[config.mk]
export PLATFORM = sky130hd
export DESIGN_NAME = hazard_stall_ctrl_flat
export DESIGN_NICKNAME = d
export VERILOG_FILES = /design/src/rtl/hazard_stall_ctrl_if.sv /design/src/rtl/hazard_stall_ctrl.sv /design/src/flat_wrapper.sv
export SDC_FILE = /design/constraint.sdc
export NUM_CORES = 1
export LEC_CHECK = 0
export CAP_MARGIN = 15
export CORE_MARGIN = 1
export CORE_UTILIZATION = 35
export DETAILED_ROUTE_END_ITERATION = 7
export GPL_TIMING_DRIVEN = 0
export PLACE_DENSITY = 0.77
export SLEW_MARGIN = 25
export SYNTH_ARGS = -nofsm -noshare
export SYNTH_HDL_FRONTEND = slang
export SYNTH_SLANG_ARGS = --single-unit
[constraint.sdc]
create_clock -name Clk -period 2.1 [get_ports Clk]
set_input_delay 0.21 -clock Clk [delete_from_list [all_inputs] [get_ports Clk]]
set_output_delay 0.21 -clock Clk [all_outputs]
set_load 0.005 [all_outputs]
[src/rtl/hazard_stall_ctrl_if.sv]
// Pipeline-to-hazard-controller bundle: ID/EX/MEM hazard inputs and stall/flush/freeze controls.
// HAZARD_CTRL_PERF_EN adds the LuCnt/FlushCnt/WaitCnt performance counters.
interface hazard_stall_ctrl_if #(
    parameter int REG_W = 5
`ifdef HAZARD_CTRL_PERF_EN
    , parameter int CNT_W = 16
`endif
);
    logic [REG_W-1:0] Rs_ID;
    logic [REG_W-1:0] Rt_ID;
    logic             UsesRt_ID;
    logic             MemRead_EX;
    logic [REG_W-1:0] WriteReg_EX;
    logic             BranchTaken_EX;
    logic             MemReq_MEM;
    logic             MemAck_MEM;
    logic             Stall;
    logic             Flush_IF_ID;
    logic             Bubble_ID_EX;
    logic             Freeze;
    logic             MemErr;
    logic [1:0]       State;
`ifdef HAZARD_CTRL_PERF_EN
    logic [CNT_W-1:0] LuCnt;
    logic [CNT_W-1:0] FlushCnt;
    logic [CNT_W-1:0] WaitCnt;
`endif

    modport master (
        output Rs_ID, Rt_ID, UsesRt_ID, MemRead_EX, WriteReg_EX,
               BranchTaken_EX, MemReq_MEM, MemAck_MEM,
        input  Stall, Flush_IF_ID, Bubble_ID_EX, Freeze, MemErr, State
`ifdef HAZARD_CTRL_PERF_EN
        , input LuCnt, FlushCnt, WaitCnt
`endif
    );

    modport slave (
        input  Rs_ID, Rt_ID, UsesRt_ID, MemRead_EX, WriteReg_EX,
               BranchTaken_EX, MemReq_MEM, MemAck_MEM,
        output Stall, Flush_IF_ID, Bubble_ID_EX, Freeze, MemErr, State
`ifdef HAZARD_CTRL_PERF_EN
        , output LuCnt, FlushCnt, WaitCnt
`endif
    );
endinterface

[src/rtl/hazard_stall_ctrl.sv]
// Mealy hazard controller for the 5-stage core: load-use stall, branch flush, memory-wait freeze with timeout.
// Optional perf counters enabled by defining HAZARD_CTRL_PERF_EN.
module hazard_stall_ctrl #(
    parameter int REG_W       = 5,
    parameter int MEM_TIMEOUT = 15,
    parameter int TMR_W       = 4,
    parameter int CNT_W       = 16
) (
    input logic               Clk,
    input logic               Rst,
    hazard_stall_ctrl_if.slave bus
);

    typedef enum logic [1:0] {
        RUN      = 2'b00,
        MEM_WAIT = 2'b01,
        ERR      = 2'b10
    } state_t;

    localparam logic [TMR_W-1:0] TIMEOUT_VAL = TMR_W'(MEM_TIMEOUT);

    if (MEM_TIMEOUT < 1 || MEM_TIMEOUT > (2**TMR_W) - 1 || CNT_W < 1) begin : g_param_err
        $error("hazard_stall_ctrl: MEM_TIMEOUT must fit 1..2^TMR_W-1 and CNT_W must be >= 1");
    end

    state_t           state, state_nx;
    logic [TMR_W-1:0] timer, timer_nx;
    logic             lu, hz_stall, hz_flush, hz_bubble;
    logic             stall_c, flush_c, bubble_c, freeze_c, err_c, illegal_c;

    assign lu = bus.MemRead_EX && (bus.WriteReg_EX != '0) &&
                ((bus.WriteReg_EX == bus.Rs_ID) ||
                 (bus.UsesRt_ID && (bus.WriteReg_EX == bus.Rt_ID)));

    // A taken branch kills the ID instruction, so its load-use dependency is irrelevant.
    assign hz_flush  = bus.BranchTaken_EX;
    assign hz_bubble = bus.BranchTaken_EX || lu;
    assign hz_stall  = !bus.BranchTaken_EX && lu;

    always_ff @(posedge Clk) begin
        if (!Rst) begin
            state <= RUN;
            timer <= '0;
        end else begin
            state <= state_nx;
            timer <= timer_nx;
        end
    end

    always_comb begin
        state_nx  = state;
        timer_nx  = timer;
        stall_c   = 1'b0;
        flush_c   = 1'b0;
        bubble_c  = 1'b0;
        freeze_c  = 1'b0;
        err_c     = 1'b0;
        illegal_c = 1'b0;
        case (state)
            RUN: begin
                if (bus.MemReq_MEM && !bus.MemAck_MEM) begin
                    freeze_c = 1'b1;
                    state_nx = MEM_WAIT;
                    timer_nx = TMR_W'(1);
                end else begin
                    stall_c  = hz_stall;
                    flush_c  = hz_flush;
                    bubble_c = hz_bubble;
                end
            end
            MEM_WAIT: begin
                if (bus.MemAck_MEM) begin
                    stall_c  = hz_stall;
                    flush_c  = hz_flush;
                    bubble_c = hz_bubble;
                    state_nx = RUN;
                    timer_nx = '0;
                end else if (timer >= TIMEOUT_VAL) begin
                    freeze_c = 1'b1;
                    state_nx = ERR;
                end else begin
                    // timer < TIMEOUT_VAL <= all-ones, so the increment cannot wrap
                    freeze_c = 1'b1;
                    timer_nx = timer + TMR_W'(1);
                end
            end
            ERR: begin
                freeze_c = 1'b1;
                err_c    = 1'b1;
            end
            default: begin
                illegal_c = 1'b1;
                state_nx  = RUN;
                timer_nx  = '0;
            end
        endcase
    end

    assign bus.Stall        = Rst && stall_c;
    assign bus.Flush_IF_ID  = Rst && flush_c;
    assign bus.Bubble_ID_EX = Rst && bubble_c;
    assign bus.Freeze       = Rst && freeze_c;
    assign bus.MemErr       = Rst && err_c;
    assign bus.State        = (Rst && !illegal_c) ? state : 2'b00;

`ifdef HAZARD_CTRL_PERF_EN
    logic [CNT_W-1:0] lu_cnt, flush_cnt, wait_cnt;
    logic             wait_evt;

    assign wait_evt = freeze_c && (state == MEM_WAIT);

    always_ff @(posedge Clk) begin
        if (!Rst) begin
            lu_cnt    <= '0;
            flush_cnt <= '0;
            wait_cnt  <= '0;
        end else begin
            if (stall_c && lu_cnt != '1)     lu_cnt    <= lu_cnt + CNT_W'(1);
            if (flush_c && flush_cnt != '1)  flush_cnt <= flush_cnt + CNT_W'(1);
            if (wait_evt && wait_cnt != '1)  wait_cnt  <= wait_cnt + CNT_W'(1);
        end
    end

    assign bus.LuCnt    = Rst ? lu_cnt    : '0;
    assign bus.FlushCnt = Rst ? flush_cnt : '0;
    assign bus.WaitCnt  = Rst ? wait_cnt  : '0;
`endif

endmodule

[src/flat_wrapper.sv]
// flat-port wrapper written by rule: the top's interface ports become plain ports
module hazard_stall_ctrl_flat 
#(
    parameter int REG_W       = 5,
    parameter int MEM_TIMEOUT = 15,
    parameter int TMR_W       = 4,
    parameter int CNT_W       = 16
)
  (Clk, Rst, bus_Rs_ID, bus_Rt_ID, bus_UsesRt_ID, bus_MemRead_EX, bus_WriteReg_EX, bus_BranchTaken_EX, bus_MemReq_MEM, bus_MemAck_MEM, bus_Stall, bus_Flush_IF_ID, bus_Bubble_ID_EX, bus_Freeze, bus_MemErr, bus_State);
  hazard_stall_ctrl_if #(.REG_W(REG_W)) bus_i ();
  input logic Clk;
  input logic Rst;
  input wire logic [$bits(bus_i.Rs_ID)-1:0] bus_Rs_ID;
  input wire logic [$bits(bus_i.Rt_ID)-1:0] bus_Rt_ID;
  input wire logic [$bits(bus_i.UsesRt_ID)-1:0] bus_UsesRt_ID;
  input wire logic [$bits(bus_i.MemRead_EX)-1:0] bus_MemRead_EX;
  input wire logic [$bits(bus_i.WriteReg_EX)-1:0] bus_WriteReg_EX;
  input wire logic [$bits(bus_i.BranchTaken_EX)-1:0] bus_BranchTaken_EX;
  input wire logic [$bits(bus_i.MemReq_MEM)-1:0] bus_MemReq_MEM;
  input wire logic [$bits(bus_i.MemAck_MEM)-1:0] bus_MemAck_MEM;
  output wire logic [$bits(bus_i.Stall)-1:0] bus_Stall;
  output wire logic [$bits(bus_i.Flush_IF_ID)-1:0] bus_Flush_IF_ID;
  output wire logic [$bits(bus_i.Bubble_ID_EX)-1:0] bus_Bubble_ID_EX;
  output wire logic [$bits(bus_i.Freeze)-1:0] bus_Freeze;
  output wire logic [$bits(bus_i.MemErr)-1:0] bus_MemErr;
  output wire logic [$bits(bus_i.State)-1:0] bus_State;
  assign bus_i.Rs_ID = bus_Rs_ID;
  assign bus_i.Rt_ID = bus_Rt_ID;
  assign bus_i.UsesRt_ID = bus_UsesRt_ID;
  assign bus_i.MemRead_EX = bus_MemRead_EX;
  assign bus_i.WriteReg_EX = bus_WriteReg_EX;
  assign bus_i.BranchTaken_EX = bus_BranchTaken_EX;
  assign bus_i.MemReq_MEM = bus_MemReq_MEM;
  assign bus_i.MemAck_MEM = bus_MemAck_MEM;
  assign bus_Stall = bus_i.Stall;
  assign bus_Flush_IF_ID = bus_i.Flush_IF_ID;
  assign bus_Bubble_ID_EX = bus_i.Bubble_ID_EX;
  assign bus_Freeze = bus_i.Freeze;
  assign bus_MemErr = bus_i.MemErr;
  assign bus_State = bus_i.State;
  hazard_stall_ctrl #(.REG_W(REG_W), .MEM_TIMEOUT(MEM_TIMEOUT), .TMR_W(TMR_W), .CNT_W(CNT_W)) u_core (.Clk(Clk), .Rst(Rst), .bus(bus_i));
endmodule
==> results of run 1 <==
kinds of logic after synthesis:
family,share of synthesized area
AOI/OAI and AO/OA,0.211
and+or+nand+nor,0.315
adders and majority gates,0.0246
xor gates and xnor gates,0.189
buffers and inverters,0.0245
DFF,0.236
per-stage QoR:
stage,TNS (ns),utilization,instances
2_1_floorplan,0,-,63
3_3_place_gp,-0.215,0.598,105
3_5_place_dp,-0.245,0.598,105
4_1_cts,0,0.617,109
5_1_grt,0,0.616,109
6_report,0,0.616,109
power breakdown:
group	switching, W	total [W]	leakage [nW]	internal (W)
logic	0.0000376	0.0000976	0.276	0.0000600
clock network	0.0000470	0.000112	0.0138	0.0000650
registers	0.00000202	0.000119	0.0487	0.000117
what timing repair did:
item | in CTS | in global routing
gates cloned | 0 | 0
endpoints found under the setup margin | 2 | 1
hold buffers | 0 | 0
setup buffers | 1 | 0
resized for setup | 4 | 3
pin swaps | 2 | 2
worst register-to-register path, delay by kind of cell (launching register included):
family	cells	cell delay [ns]
AOI/OAI and AO/OA	2	0.26
adders and majority gates	1	0.24
DFF	1	0.33
and+or+nand+nor	2	0.50
sequential cells by signal (all words and copies together) (netlist names):
signal        cells
u_core.timer      4
u_core.state      2
cells in the mapped netlist, types with 2 or more instances:
cell type,number
a21boi_1,2
and2_1,3
and3_1,2
dfxtp_1,6
nand2_1,4
nand3_1,2
nor2_1,7
nor3_1,2
o211ai_1,2
o21a_1,2
o21ai_0,2
xor2_1,10
layout make-up:
cell class,count,area [um^2],area share
tap,15,18.8,0.0228
multi-input combinational,54,377,0.458
buffer,2,8.76,0.0107
clock buffer,3,22.5,0.0274
inverter,1,3.75,0.00457
timing repair buffer,28,272,0.330
sequential,6,120,0.146
routing by layer:
layer / track usage / up-vias / wire (um)
li1: - / 290 / -
met1: 0.151 / 247 / 487
met2: 0.331 / 27 / 638
met3: 0.0500 / 4 / 111
met4: 0.155 / 0 / 30
met5: 0 / - / 0
worst max-delay path by stage:
| stage | start | endpoint | slack, ns |
|---|---|---|---|
| 2_1_floorplan | u_core.timer[0]$_SDFFE_PN0P_ | u_core.timer[3]$_SDFFE_PN0P_ | 0.81 |
| 3_3_place_gp | bus_WriteReg_EX[4] | bus_Stall | -0.12 |
| 3_5_place_dp | bus_WriteReg_EX[4] | bus_Stall | -0.14 |
| 4_1_cts | bus_WriteReg_EX[4] | bus_Stall | 0.04 |
| 5_1_grt | bus_WriteReg_EX[1] | bus_Stall | 0.05 |
| 6_report | bus_WriteReg_EX[1] | bus_Stall | 0.14 |
==> reports/results.txt, run 1 <==
EDFF count, synth: 0
port buffer count: 27
Worst Setup Path Type: primary input to primary output
gpl congestion: 0.704
Post-Route Skew: 0.00562 ns
final wirelength: 1.27 mm
FF-to-FF End: u_core.timer[3]$_SDFFE_PN0P_
clock sink total: 6
Total Die Area: 1610 um^2
synthesized area: 509 um^2
Critical Path Source Type: primary input
Synth Net Count: 86
P&R area growth vs syn: 61.4%
Fillers: 145
share of cells above drive strength 1: 0.106
YS warnings: 0
Final Critical Period: 1.96 ns
num rows: 13
Post-Synthesis Cells: 63
post-place instance area: 798 um^2
slowest CP cell: clkdlybuf4s50_1
clk root buf: clkbuf_4
fin worst setup slack: 0.141 ns
H-tree depth: 1
CTS max path bufs: 2
Core Box Area: 1330 um^2
WP depth: 7
Top Ports: 29
Post-synth ARST share: 0
leading area contributor after synthesis: dfxtp_1
starting density of the core: 0.382
Max Freq: 510 MHz
Max VDD drop: 0.233 mV
Reg-to-Reg Start: u_core.timer[0]$_SDFFE_PN0P_
Critical Path, Cell by Cell: clkdlybuf4s50_1 > xor2_1 > nor4_1 > a32oi_1 > buf_4 > nor3_1 > clkbuf_2
global-route wire length before repair: 1.81 mm
CP peak stage delay: 0.47 ns
RSZ-0062 raised after global routing: false
Hold Path Stages: 2
Area contributors post-synth: dfxtp_1 (24%), xor2_1 (17%), nor2_1 (5.2%)
Hold Startpoint: Rst
Max Cap Viol: 0
Skew-Pair Late Insertion Delay: 0.25 ns
most frequent cells in the layout: clkdlybuf4s50_1 (22), xor2_1 (10), nor2_1 (7)
Critical Path Fanout Max: 3
HP Class: primary input to flip-flop
initial antenna violation count: 0
Final setup viols: 0
worst-margin pin slew: 0.359 ns
Power, Total: 0.000329 W
largest net degree at the start of global routing: 11
DRC viols: 0
Avg Synthesized Cell Area: 8.08 um^2
Distinct cells, synth: 31
Worst slew margin: 0.761
DRT Pass-1 Iters: 2
hpwl dp: 988 um
post-route ant nets: 0
post-synth top area share: 0.236
CP arrival: 1.75 ns
pre-CTS WS: -0.139 ns
register area share after synthesis: 0.236
Via density: 5.21
WL/cell: 11.6 um
Nets: 119
Final Hold Viols: 0
gr usage total: 0.178
initial DRC count: 9
Die Wd: 40.1 um
Leakage: 0.338 nW
Worst Path Required: 1.89 ns
Die Y: 40.1 um
CTS tree: built
vias in the first global route: 492
hold_ws: 0.341 ns
Synth Register Bits: 6
Power Dens Cells: 400 nW/um^2
Buf/Inv on CP: 3
R2R cell count: 5
Final Cell Area: 822 um^2
clock slew at reported path FFs: 0.05 ns
Post-synth top flop: dfxtp_1
Vias: 568
crit share post-route: 0.933
grt ovf: 0
outcome: complete, no violations
R2R setup slack: 0.71 ns
Hold EP: u_core.state[1]$_SDFFE_PN0P_
Slew Limit Fails: 0
most common cell after layout, fill and taps aside: clkdlybuf4s50_1
total CTS buffers: 3
antenna cells: 0
CP delay by family, top: buffers and inverters
CP endpoint kind: primary output
Power figures use the tool's default switching activity.
==> run 2: changes to the inputs <==
- SETUP_SLACK_MARGIN: default -> 0.05
==> results of run 2 <==
The final DEF is identical to that of run 1; final timing and power are the same.
==> run 3: changes to the inputs <==
- CORE_ASPECT_RATIO: default -> 0.9
- SETUP_SLACK_MARGIN: 0.05 -> 0.1
==> run 3 against run 2 <==
Critical path depth down 2. Sequential share of layout area up 0.089 points. Sequential power barely moved. Register-to-register slack barely moved. Final cell count down 1.8%. Wire length shrank 6.9%. Combinational power decreased by 2.2%. Clock power is essentially flat. First-iteration DRC count fell by 44%. Fmax grew 4.4%. Sequential cell count stayed put. Setup slack improved by 0.083 ns. Critical endpoint is now bus_Flush_IF_ID.
==> reports/results.txt, run 3 (synthesis gave the netlist of run 1 again) <==
outcome: complete, no violations
P&R area growth vs syn: 60.4%
CP endpoint kind: primary output
starting density of the core: 0.394 (+0.0126)
H-tree depth: 1 (unchanged)
Critical Path, Cell by Cell: buf_2 > nor2_2 > o211a_1 > and2_1 > clkdlybuf4s50_1
Via density: 5.23 (+0.43%)
gr usage total: 0.165 (-0.0130)
Die Wd: 42.2 um (+5.1%)
Vias: 560 (-1.4%)
Final Hold Viols: 0 (unchanged)
Total Die Area: 1610 um^2 (about the same)
Reg-to-Reg Start: u_core.timer[0]$_SDFFE_PN0P_
CP arrival: 1.67 ns (-0.08 ns)
DRT Pass-1 Iters: 2 (unchanged)
fin worst setup slack: 0.224 ns (+0.0833 ns)
max FFs per register: 4 (unchanged)
final wirelength: 1.18 mm (-6.9%)
Worst Path Required: 1.89 ns (about the same)
CTS tree: built
biggest regs: u_core.timer: 4 flops, u_core.state: 2 flops
Hold EP: u_core.state[1]$_SDFFE_PN0P_
postcts setup bufs: 0 (-1)
CTS max path bufs: 2 (unchanged)
global-route wire length before repair: 2.03 mm (+12%)
Core Box Area: 1290 um^2 (-3.2%)
Final Critical Period: 1.88 ns (-0.0833 ns)
clk root buf: clkbuf_4
clock slew at reported path FFs: 0.05 ns (about the same)
pre-CTS WS: -0.144 ns (-0.00499 ns)
RSZ-0062 raised after global routing: false
most common cell after layout, fill and taps aside: clkdlybuf4s50_1
Top Ports: 29 (unchanged)
CP peak stage delay: 0.50 ns (+0.03 ns)
largest net degree at the start of global routing: 11 (unchanged)
total CTS buffers: 3 (unchanged)
Worst slew margin: 0.765 (+0.00381)
initial DRC count: 5 (-4)
gpl congestion: 0.780 (+11%)
R2R setup slack: 0.70 ns (about the same)
Hold Startpoint: Rst
DRC viols: 0 (unchanged)
crit share post-route: 0.893 (-0.0397)
Leakage: 0.340 nW (+0.66%)
Final setup viols: 0 (unchanged)
antenna cells: 0 (unchanged)
Skew-Pair Late Insertion Delay: 0.24 ns (about the same)
Nets: 118 (-0.84%)
port buffer count: 27 (unchanged)
Critical Path Fanout Max: 10 (+7)
Die Y: 38.2 um (-4.9%)
Fillers: 125 (-14%)
WL/cell: 11.0 um (-5.1%)
Max Freq: 533 MHz (+4.4%)
Setup TNS: 0 ns (unchanged)
share of cells above drive strength 1: 0.0968 (-0.00961)
crit path from: u_core.state[0]$_SDFFE_PN0P_
Worst Setup Path Type: flip-flop to primary output
Hold Path Stages: 2 (unchanged)
slowest CP cell: clkdlybuf4s50_1
Slew Limit Fails: 0 (unchanged)
vias in the first global route: 536 (+8.9%)
R2R cell count: 5 (unchanged)
Max Cap Viol: 0 (unchanged)
worst-margin pin slew: 0.353 ns (-0.00572 ns)
Power, Total: 0.000323 W (-1.6%)
clock sink total: 6 (unchanged)
most frequent cells in the layout: clkdlybuf4s50_1 (20), xor2_1 (10), nor2_1 (6), dlygate4sd2_1 (6), dfxtp_1 (6)
initial antenna violation count: 0 (unchanged)
Max VDD drop: 0.191 mV (-18%)
hpwl dp: 1.01 mm (+2.2%)
FF-to-FF End: u_core.timer[3]$_SDFFE_PN0P_
grt ovf: 0 (unchanged)
post-route ant nets: 0 (unchanged)
Critical Path Source Type: flip-flop
Most flops, register: u_core.timer
Post-Route Skew: 0.00185 ns (-0.00377 ns)
Power Dens Cells: 396 nW/um^2 (-0.99%)
num rows: 12 (-1)
HP Class: primary input to flip-flop
-- run 3: cell types whose count changed in the layout (fill, tap and decap cells not counted) --
cell,before,now
clkdlybuf4s50_1,22,20
clkbuf_2,1,0
dlygate4sd2_1,3,6
nor2_1,7,6
nor2_2,0,1
buf_4,1,0
-- run 3: what timing repair did --
| action | CTS | global route |
|---|---|---|
| cloned | 0 | 0 |
| endpoints found under the setup margin | 2 | 2 |
| hold buffers | 0 | 0 |
| resized for setup | 6 | 2 |
| pin swaps | 3 | 0 |
-- run 3: worst max path at each step --
stage,end,slack (ns),cells past startpoint
finish,bus_Flush_IF_ID,0.22,5
global route,bus_Flush_IF_ID,0.13,5
global placement,bus_Stall,-0.12,6
CTS,bus_Freeze,0.17,5
floorplan,u_core.timer[3]$_SDFFE_PN0P_,0.81,5
detailed placement,bus_Stall,-0.14,6
-- run 3: layer usage --
metal | share of wire | routed length, um | GRT usage
met5 | 0 | 0 | 0
met2 | 0.49 | 576 | 0.312
met4 | 0.010 | 12 | 0.0938
met3 | 0.076 | 90 | 0.0189
met1 | 0.42 | 501 | 0.182
-- run 3: critical path: cells and delay by family, from the launching register on --
| kind | cells | cell delay [ns] |
|---|---|---|
| compound gates | 1 | 0.16 |
| simple gates | 2 | 0.28 |
| buf+inv | 2 | 0.67 |
| flops | 1 | 0.29 |
-- run 3: cell type report --
class | instances | area, um^2 | area share
Multi-Input combinational cell | 54 | 379 | 0.464
Timing Repair Buffer | 27 | 265 | 0.325
Sequential cell | 6 | 120 | 0.147
Clock buffer | 3 | 22.5 | 0.0276
Tap cell | 14 | 17.5 | 0.0214
Buffer | 2 | 8.76 | 0.0107
Inverter | 1 | 3.75 | 0.00459
-- run 3: report_power, final --
group	switching, W	total, W	internal [W]	leakage, nW
clock network	0.0000439	0.000109	0.0000648	0.0138
logic	0.0000375	0.0000955	0.0000580	0.278
registers	0.00000208	0.000119	0.000117	0.0487
total	0.0000835	0.000323	0.000240	0.340
-- run 3: through the flow --
step	utilization	hold slack, ns	instance area [um^2]	cells
after CTS	0.629	0.353	812	107
after global routing	0.633	0.378	817	107
after floorplan	-	0.420	509	63
after detailed placement	0.617	0.472	797	104
final	0.633	0.348	817	107
after global placement	0.617	0.461	797	104
